File: src/rtl/clock_pkg.sv
// Shared constants and the alarm state encoding for the clock's audio blocks.
package clock_pkg;

   localparam int unsigned DAY_SEC         = 86400;
   localparam int          TONE_LO_BIT_DEF = 15;
   localparam int          TONE_HI_BIT_DEF = 14;

   typedef enum logic [1:0] {
      ALARM_IDLE    = 2'd0,
      ALARM_RINGING = 2'd1,
      ALARM_SNOOZED = 2'd2
   } alarm_state_e;

endpackage

File: src/rtl/tone_gen.sv
// Free-running 16-bit counter; two of its bits serve as low and high audio tones.
module tone_gen
   import clock_pkg::*;
#(
   parameter int LO_BIT = TONE_LO_BIT_DEF,
   parameter int HI_BIT = TONE_HI_BIT_DEF
) (
   input  logic clk,
   input  logic rst_n,
   output logic tone_lo,
   output logic tone_hi
);

   logic [15:0] cnt_q;

   always_ff @(posedge clk or negedge rst_n) begin
      if (!rst_n) cnt_q <= '0;
      else        cnt_q <= cnt_q + 16'd1;
   end

   assign tone_lo = cnt_q[LO_BIT];
   assign tone_hi = cnt_q[HI_BIT];

endmodule

File: src/rtl/chime_alarm.sv
// Interval chime with pre-beeps plus a daily alarm with snooze, ack and timeout.
// state    | meaning
// IDLE     | no alarm activity; interval chime may sound
// RINGING  | alarm sounding, high tone 1 s on / 1 s off
// SNOOZED  | silent, waiting for the snooze target second
module chime_alarm
   import clock_pkg::*;
#(
   parameter int PERIOD_SEC   = 3600,
   parameter int PRE_BEEPS    = 4,
   parameter int SNOOZE_SEC   = 300,
   parameter int MAX_SNOOZE   = 3,
   parameter int RING_MAX_SEC = 60,
   parameter int TONE_LO_BIT  = TONE_LO_BIT_DEF,
   parameter int TONE_HI_BIT  = TONE_HI_BIT_DEF,
   parameter int SEC_W        = 17
) (
   input  logic             clk,
   input  logic             rst_n,
   input  logic [SEC_W-1:0] cur_sec,
   input  logic             chime_en,
   input  logic             alarm_en,
   input  logic [SEC_W-1:0] alarm_sec,
   input  logic             snooze,
   input  logic             ack,
   output logic             speaker,
   output logic [1:0]       alarm_state,
   output logic             chiming
);

   localparam int RING_W = $clog2(RING_MAX_SEC + 1);
   localparam int SNZ_W  = (MAX_SNOOZE > 0) ? $clog2(MAX_SNOOZE + 1) : 1;

   localparam logic [SEC_W-1:0] DAY_LIM  = SEC_W'(DAY_SEC);
   localparam logic [SEC_W-1:0] PERIOD   = SEC_W'(PERIOD_SEC);
   localparam logic [SEC_W-1:0] PRE_BASE = SEC_W'(PERIOD_SEC - 2 * PRE_BEEPS);
   localparam logic [SEC_W:0]   DAY_EXT  = (SEC_W+1)'(DAY_SEC);
   localparam logic [SEC_W:0]   SNZ_EXT  = (SEC_W+1)'(SNOOZE_SEC);

   alarm_state_e      state_q, state_d;
   logic [SEC_W-1:0]  prev_sec_q;
   logic [SEC_W-1:0]  target_q, target_d;
   logic [RING_W-1:0] ring_cnt_q, ring_cnt_d;
   logic [SNZ_W-1:0]  snz_cnt_q, snz_cnt_d;
   logic              speaker_q, speaker_d;
   logic              chiming_q, chiming_d;

   logic              tick, sec_valid;
   logic [SEC_W-1:0]  phase;
   logic              pre_slot, bnd_slot;
   logic [SEC_W:0]    snz_sum, snz_mod;
   logic              tone_lo, tone_hi;
   logic              ring_next;

   tone_gen #(
      .LO_BIT (TONE_LO_BIT),
      .HI_BIT (TONE_HI_BIT)
   ) u_tone (
      .clk     (clk),
      .rst_n   (rst_n),
      .tone_lo (tone_lo),
      .tone_hi (tone_hi)
   );

   assign tick      = (cur_sec != prev_sec_q);
   assign sec_valid = (cur_sec < DAY_LIM);

   // Pre-beep slots sit on every other second ending two seconds before the boundary.
   assign phase    = cur_sec % PERIOD;
   assign pre_slot = (phase >= PRE_BASE) && (phase[0] == PRE_BASE[0]);
   assign bnd_slot = (phase == '0);

   assign snz_sum = {1'b0, cur_sec} + SNZ_EXT;
   assign snz_mod = (snz_sum >= DAY_EXT) ? (snz_sum - DAY_EXT) : snz_sum;

   always_comb begin
      state_d    = state_q;
      target_d   = target_q;
      ring_cnt_d = ring_cnt_q;
      snz_cnt_d  = snz_cnt_q;
      if (sec_valid) begin
         case (state_q)
            ALARM_IDLE: begin
               if (tick && alarm_en && (cur_sec == alarm_sec)) begin
                  state_d    = ALARM_RINGING;
                  snz_cnt_d  = '0;
                  ring_cnt_d = '0;
               end
            end
            ALARM_RINGING: begin
               if (!alarm_en || ack) begin
                  state_d = ALARM_IDLE;
               end else if (snooze) begin
                  if (snz_cnt_q < SNZ_W'(MAX_SNOOZE)) begin
                     state_d    = ALARM_SNOOZED;
                     target_d   = SEC_W'(snz_mod);
                     snz_cnt_d  = snz_cnt_q + SNZ_W'(1);
                     ring_cnt_d = '0;
                  end else begin
                     state_d = ALARM_IDLE;
                  end
               end else if (tick) begin
                  ring_cnt_d = ring_cnt_q + RING_W'(1);
                  if (ring_cnt_d >= RING_W'(RING_MAX_SEC)) state_d = ALARM_IDLE;
               end
            end
            ALARM_SNOOZED: begin
               if (!alarm_en || ack) begin
                  state_d = ALARM_IDLE;
               end else if (tick && (cur_sec == target_q)) begin
                  state_d = ALARM_RINGING;
               end
            end
            default: state_d = ALARM_IDLE;
         endcase
      end
   end

   // Outputs follow the next state so a trigger silences the chime on the same edge.
   always_comb begin
      ring_next = (state_d == ALARM_RINGING);
      chiming_d = chime_en && sec_valid && (pre_slot || bnd_slot) && !ring_next;
      speaker_d = 1'b0;
      if (ring_next)      speaker_d = tone_hi & ~cur_sec[0];
      else if (chiming_d) speaker_d = bnd_slot ? tone_hi : tone_lo;
   end

   always_ff @(posedge clk or negedge rst_n) begin
      if (!rst_n) begin
         state_q    <= ALARM_IDLE;
         prev_sec_q <= '0;
         target_q   <= '0;
         ring_cnt_q <= '0;
         snz_cnt_q  <= '0;
         speaker_q  <= 1'b0;
         chiming_q  <= 1'b0;
      end else begin
         state_q    <= state_d;
         prev_sec_q <= cur_sec;
         target_q   <= target_d;
         ring_cnt_q <= ring_cnt_d;
         snz_cnt_q  <= snz_cnt_d;
         speaker_q  <= speaker_d;
         chiming_q  <= chiming_d;
      end
   end

   assign speaker     = speaker_q;
   assign chiming     = chiming_q;
   assign alarm_state = state_q;

endmodule

File: config.mk
export PLATFORM = sky130hd
export DESIGN_NAME = chime_alarm
export DESIGN_NICKNAME = d
export VERILOG_FILES = /design/src/rtl/clock_pkg.sv /design/src/rtl/tone_gen.sv /design/src/rtl/chime_alarm.sv
export SDC_FILE = /design/constraint.sdc
export NUM_CORES = 1
export LEC_CHECK = 0
export ABC_AREA = 1
export CORE_MARGIN = 8
export CORE_UTILIZATION = 51
export CTS_CLUSTER_DIAMETER = 60
export CTS_CLUSTER_SIZE = 16
export DETAILED_ROUTE_END_ITERATION = 8
export PLACE_DENSITY = 0.71
export SLEW_MARGIN = 25
export SYNTH_ARGS = -nofsm -noshare
export SYNTH_HDL_FRONTEND = slang
export SYNTH_SLANG_ARGS = --single-unit
File: constraint.sdc
create_clock -name clk -period 2.2 [get_ports clk]
set_input_delay 0.44 -clock clk [delete_from_list [all_inputs] [get_ports clk]]
set_output_delay 0.44 -clock clk [all_outputs]
set_load 0.01 [all_outputs]
==> key figures <==
Status
  • Result of the run: finished with violations
  • Failing checks: negative setup slack

Final layout
  • Area growth from synthesis to layout: 53.7%
  • Proportion of layout cells with a drive suffix above 1: approximately two fifths
  • Post-layout util: 80.1%
  • Ant. Diodes: 0
  • Area of all sequential standard cells: 1550 µm²
  • Net total in the final layout: around 1000
  • Filler Cell Count: 677
  • Area used by multi-input combinational logic: approximately 4000 µm²
  • Non-Filler Cell Area, Final: roughly 8200 µm²

Global routing
  • Number of antenna violations at the first check in global routing: 0
  • Via count of the first global-routing pass: 6043
  • Maximum number of pins on one net before global-route repair: 25
  • First-pass GRT wire length: roughly 28 mm
  • Aggregate global routing overflow: 0
  • Total routing resource utilization after global routing: 23.6%

Critical path
  • Critical Path Fanout Max: 8
  • Delay contributed by the slowest stage of the critical path: approximately 0.21 ns
  • Most frequent cell on the critical path: sky130_fd_sc_hd__nand2_4
  • Count of cells along the worst register-to-register path: 14
  • Endpoint class of the critical path: flip-flop
  • Required time of the critical path: about 2.5 ns
  • Reg-to-reg slack, setup: 0.06 ns
  • Worst R2R End: speaker$_DFF_PN0_
  • Startpoint types: input pin
  • Arr. time, crit path: roughly 4.9 ns
  • Cell with the biggest individual delay on the critical path: sky130_fd_sc_hd__nor3_4
  • Class of the most critical setup path: in2reg
  • Startpoint of the lowest-slack register-to-register path: prev_sec_q[1]$_DFF_PN0_

Flow run
  • Max cap viols: 0

Hold path
  • Class of the tightest hold or removal check: in2async

Clock network
  • Hold_buf cts: 0
  • TritonCTS sink count: 62
  • CTS Root Buffer Type: sky130_fd_sc_hd__clkbuf_8
  • Clock edge transition at the registers on the reported setup and hold paths: 0.08 ns
  • Clock Tree Buf Depth: 2
  • Deepest level of the CTS H-tree: 3
  • Clock latency on the worst-skew pair: roughly 0.35 ns
  • Clock buffer count from CTS: 9
  • CTS tree: yes

Die
  • Die Height: 118 µm
  • Std-Cell Rows: 37
  • Horiz. Die Dim: about 120 µm
  • Initial Util: 52.1%
  • Die ar.: 14000 µm²
  • Floorplan core area: approximately 10000 µm²
  • I/O Pins: 44

Synthesis
  • Number of warning messages in the yosys log: 0
  • Cell area after synthesis: between 5000 and 6000 µm²
  • Share of flip-flops with an asynchronous set or reset after synthesis: 100%
  • EDFF count, synth: 0
  • Distinct cell type count after synthesis: 49
  • Mapped Cells: roughly 760
  • Main synth FF type: sky130_fd_sc_hd__dfrtp_1
  • Synthesized netlist net count: between 800 and 900
  • Syn Area/Cell: 7.04 µm²
  • #FFs+latches synth: 62
  • Sequential area share after synthesis: a little under 30%

STA
  • Post-layout worst setup margin: -2.41 ns
  • Clock skew: 0.00889 ns
  • RSZ-0062 raised after global routing: true
  • Pins over their slew limit: 0
  • Max-slew headroom: a little over three fifths
  • Slew at the pin closest to its max-slew limit: approximately 0.56 ns
  • Maximum frequency from static timing analysis: between 200 and 250 MHz
  • Post-route setup TNS: -8.39 ns
  • Fin. Hold Viols: 0
  • Clock period minus final worst setup slack: around 4.6 ns
  • Fin crit share: 210%
  • Number of setup violations in the final report: 18

Power
  • Total power divided by cell area: 574 nW/µm²
  • Total power draw: around 4700 µW
  • VDD IR max: around 0.54 mV
  • Pleak: between 0.004 and 0.005 µW

Route
  • Post-detailed-routing wire length: 17.4 mm
  • Via density: ~5.3
  • DRT Pass-1 Iters: 5
  • Final antenna-violating net count: 0
  • Initial DRC count: 365
  • Total vias in the final route: 5947
  • Post-route DRC: 0
  • Post-detailed-route wirelength per cell: 15.5 µm

Placement
  • Post-placement worst setup slack: -3.29 ns
  • Detail Placement HPWL: 12.1 mm
  • Total cell area at the placement stage: 7040 µm²
  • Number of port buffers: 43
  • Routability cong.: slightly above 0.9
[cell usage in the layout, fill, tap and decap left out, drive strengths merged, types with 2 or more instances in the layout]
| cell type | instances |
|---|---|
| nand2 | 224 |
| buf | 203 |
| inv | 103 |
| nand3 | 84 |
| nor2 | 67 |
| dfrtp | 62 |
| xor2 | 51 |
| o21ai | 29 |
| xnor2 | 23 |
| clkdlybuf4s50 | 20 |
| nand4 | 14 |
| a21oi | 12 |
| clkbuf | 11 |
| nor3 | 11 |
| or2 | 9 |
| dlygate4sd2 | 7 |
| o211ai | 7 |
| clkinv | 6 |
| ha | 6 |
| a31oi | 4 |
| nor4 | 4 |
| nand3b | 3 |
| o22ai | 3 |
| clkdlybuf4s15 | 3 |
| o2111ai | 3 |
| a221oi | 2 |
| a211oi | 2 |
| o21a | 2 |
| and2 | 2 |
| clkinvlp | 2 |
| nor3b | 2 |
[power breakdown]
group | internal [µW] | switching (µW)
logic | 1120 | 1400
clock network | 470 | 473
registers | 1190 | 35.7
total | 2790 | 1910
[timing repair]
action / in CTS / in global routing
buffers inserted: 32 / 8
pin swaps: 74 / 63
gates resized for setup: 168 / 76
hold endpoints to repair: 0 / 0
endpoints found under the setup margin: 29 / 23
cloned: 0 / 1
[kinds of logic (layout without fill, tap and decap cells)]
family,after synthesis,after routing,share of synthesized area [%]
DFF,62,62,29.1
xor gates and xnor gates,74,74,12.2
and+or+nand+nor,420,420,39.1
AOI/OAI and AO/OA,72,72,8.66
adders and majority gates,6,6,1.41
buffers and inverters,123,355,9.55
[critical path: cells and delay by family]
family,cells,cell delay (ns)
AOI/OAI and AO/OA,2,0.35
adders and majority gates,1,0.13
buffers and inverters,4,0.36
and+or+nand+nor,38,3.54
[how the worst max path moves through the flow]
stage	depth (start not counted)	startpoint	end
2_1_floorplan	46	cur_sec[2]	speaker$_DFF_PN0_
3_3_place_gp	41	cur_sec[2]	speaker$_DFF_PN0_
3_5_place_dp	46	cur_sec[2]	speaker$_DFF_PN0_
4_1_cts	46	cur_sec[3]	speaker$_DFF_PN0_
5_1_grt	46	cur_sec[2]	speaker$_DFF_PN0_
6_report	45	cur_sec[2]	speaker$_DFF_PN0_
[metal layers]
metal  up-vias  part of all wire, %  global-route usage [%]
met5         -                    0                       0
met1      2855                   41                    26.2
met3        52                  3.6                    2.57
li1       2880                    -                       -
met2       160                   52                    43.4
met4         0                  3.5                    12.7
[sequential cells by signal (all words and copies together), names as in the netlist]
name and cells:
ring_cnt_q 6, prev_sec_q 17, alarm_state 2, target_q 17
u_tone.cnt_q 16, snz_cnt_q 2, chiming 1, speaker 1
[synth_stat cells, types with 5 or more instances]
cell type	number	share of area (%)
sky130_fd_sc_hd__ha_1	6	1.4
sky130_fd_sc_hd__nand2_4	13	2.7
sky130_fd_sc_hd__nand3_1	76	7.1
sky130_fd_sc_hd__nor2_4	7	1.5
sky130_fd_sc_hd__xor2_1	51	8.4
sky130_fd_sc_hd__xnor2_1	23	3.8
sky130_fd_sc_hd__nand2_2	27	3.2
sky130_fd_sc_hd__nand4_1	14	1.6
sky130_fd_sc_hd__nand3_2	7	1.3
sky130_fd_sc_hd__a21oi_1	8	0.75
sky130_fd_sc_hd__buf_2	8	0.75
sky130_fd_sc_hd__dfrtp_1	62	29
sky130_fd_sc_hd__inv_2	9	0.63
sky130_fd_sc_hd__o211ai_1	6	0.84
sky130_fd_sc_hd__nand2_1	184	13
sky130_fd_sc_hd__nor2_2	5	0.59
sky130_fd_sc_hd__nor3_1	10	0.94
sky130_fd_sc_hd__inv_1	93	6.5
sky130_fd_sc_hd__o21ai_0	27	2.5
sky130_fd_sc_hd__nor2_1	54	3.8
sky130_fd_sc_hd__or2_2	9	1.1
[area by class of cell]
class                           instances  share of cell area [%]
Tap cell                              136                    2.08
Timing Repair Buffer                  233                    23.0
Clock buffer                           11                    1.85
Multi-Input combinational cell        572                    48.5
Timing Repair inverter                  1                  0.0916
Inverter                              105                    5.15
Clock inverter                          5                   0.397
Sequential cell                        62                    18.9
[through the flow]
stage / hold WS (ns) / std cells
3_5_place_dp: 0.442 / 1068
6_report: 0.0592 / 1125
2_1_floorplan: 0.144 / 757
3_3_place_gp: 0.438 / 1068
4_1_cts: 0.0683 / 1116
5_1_grt: 0.119 / 1125
No activity file was read; power rests on OpenSTA's default activity.
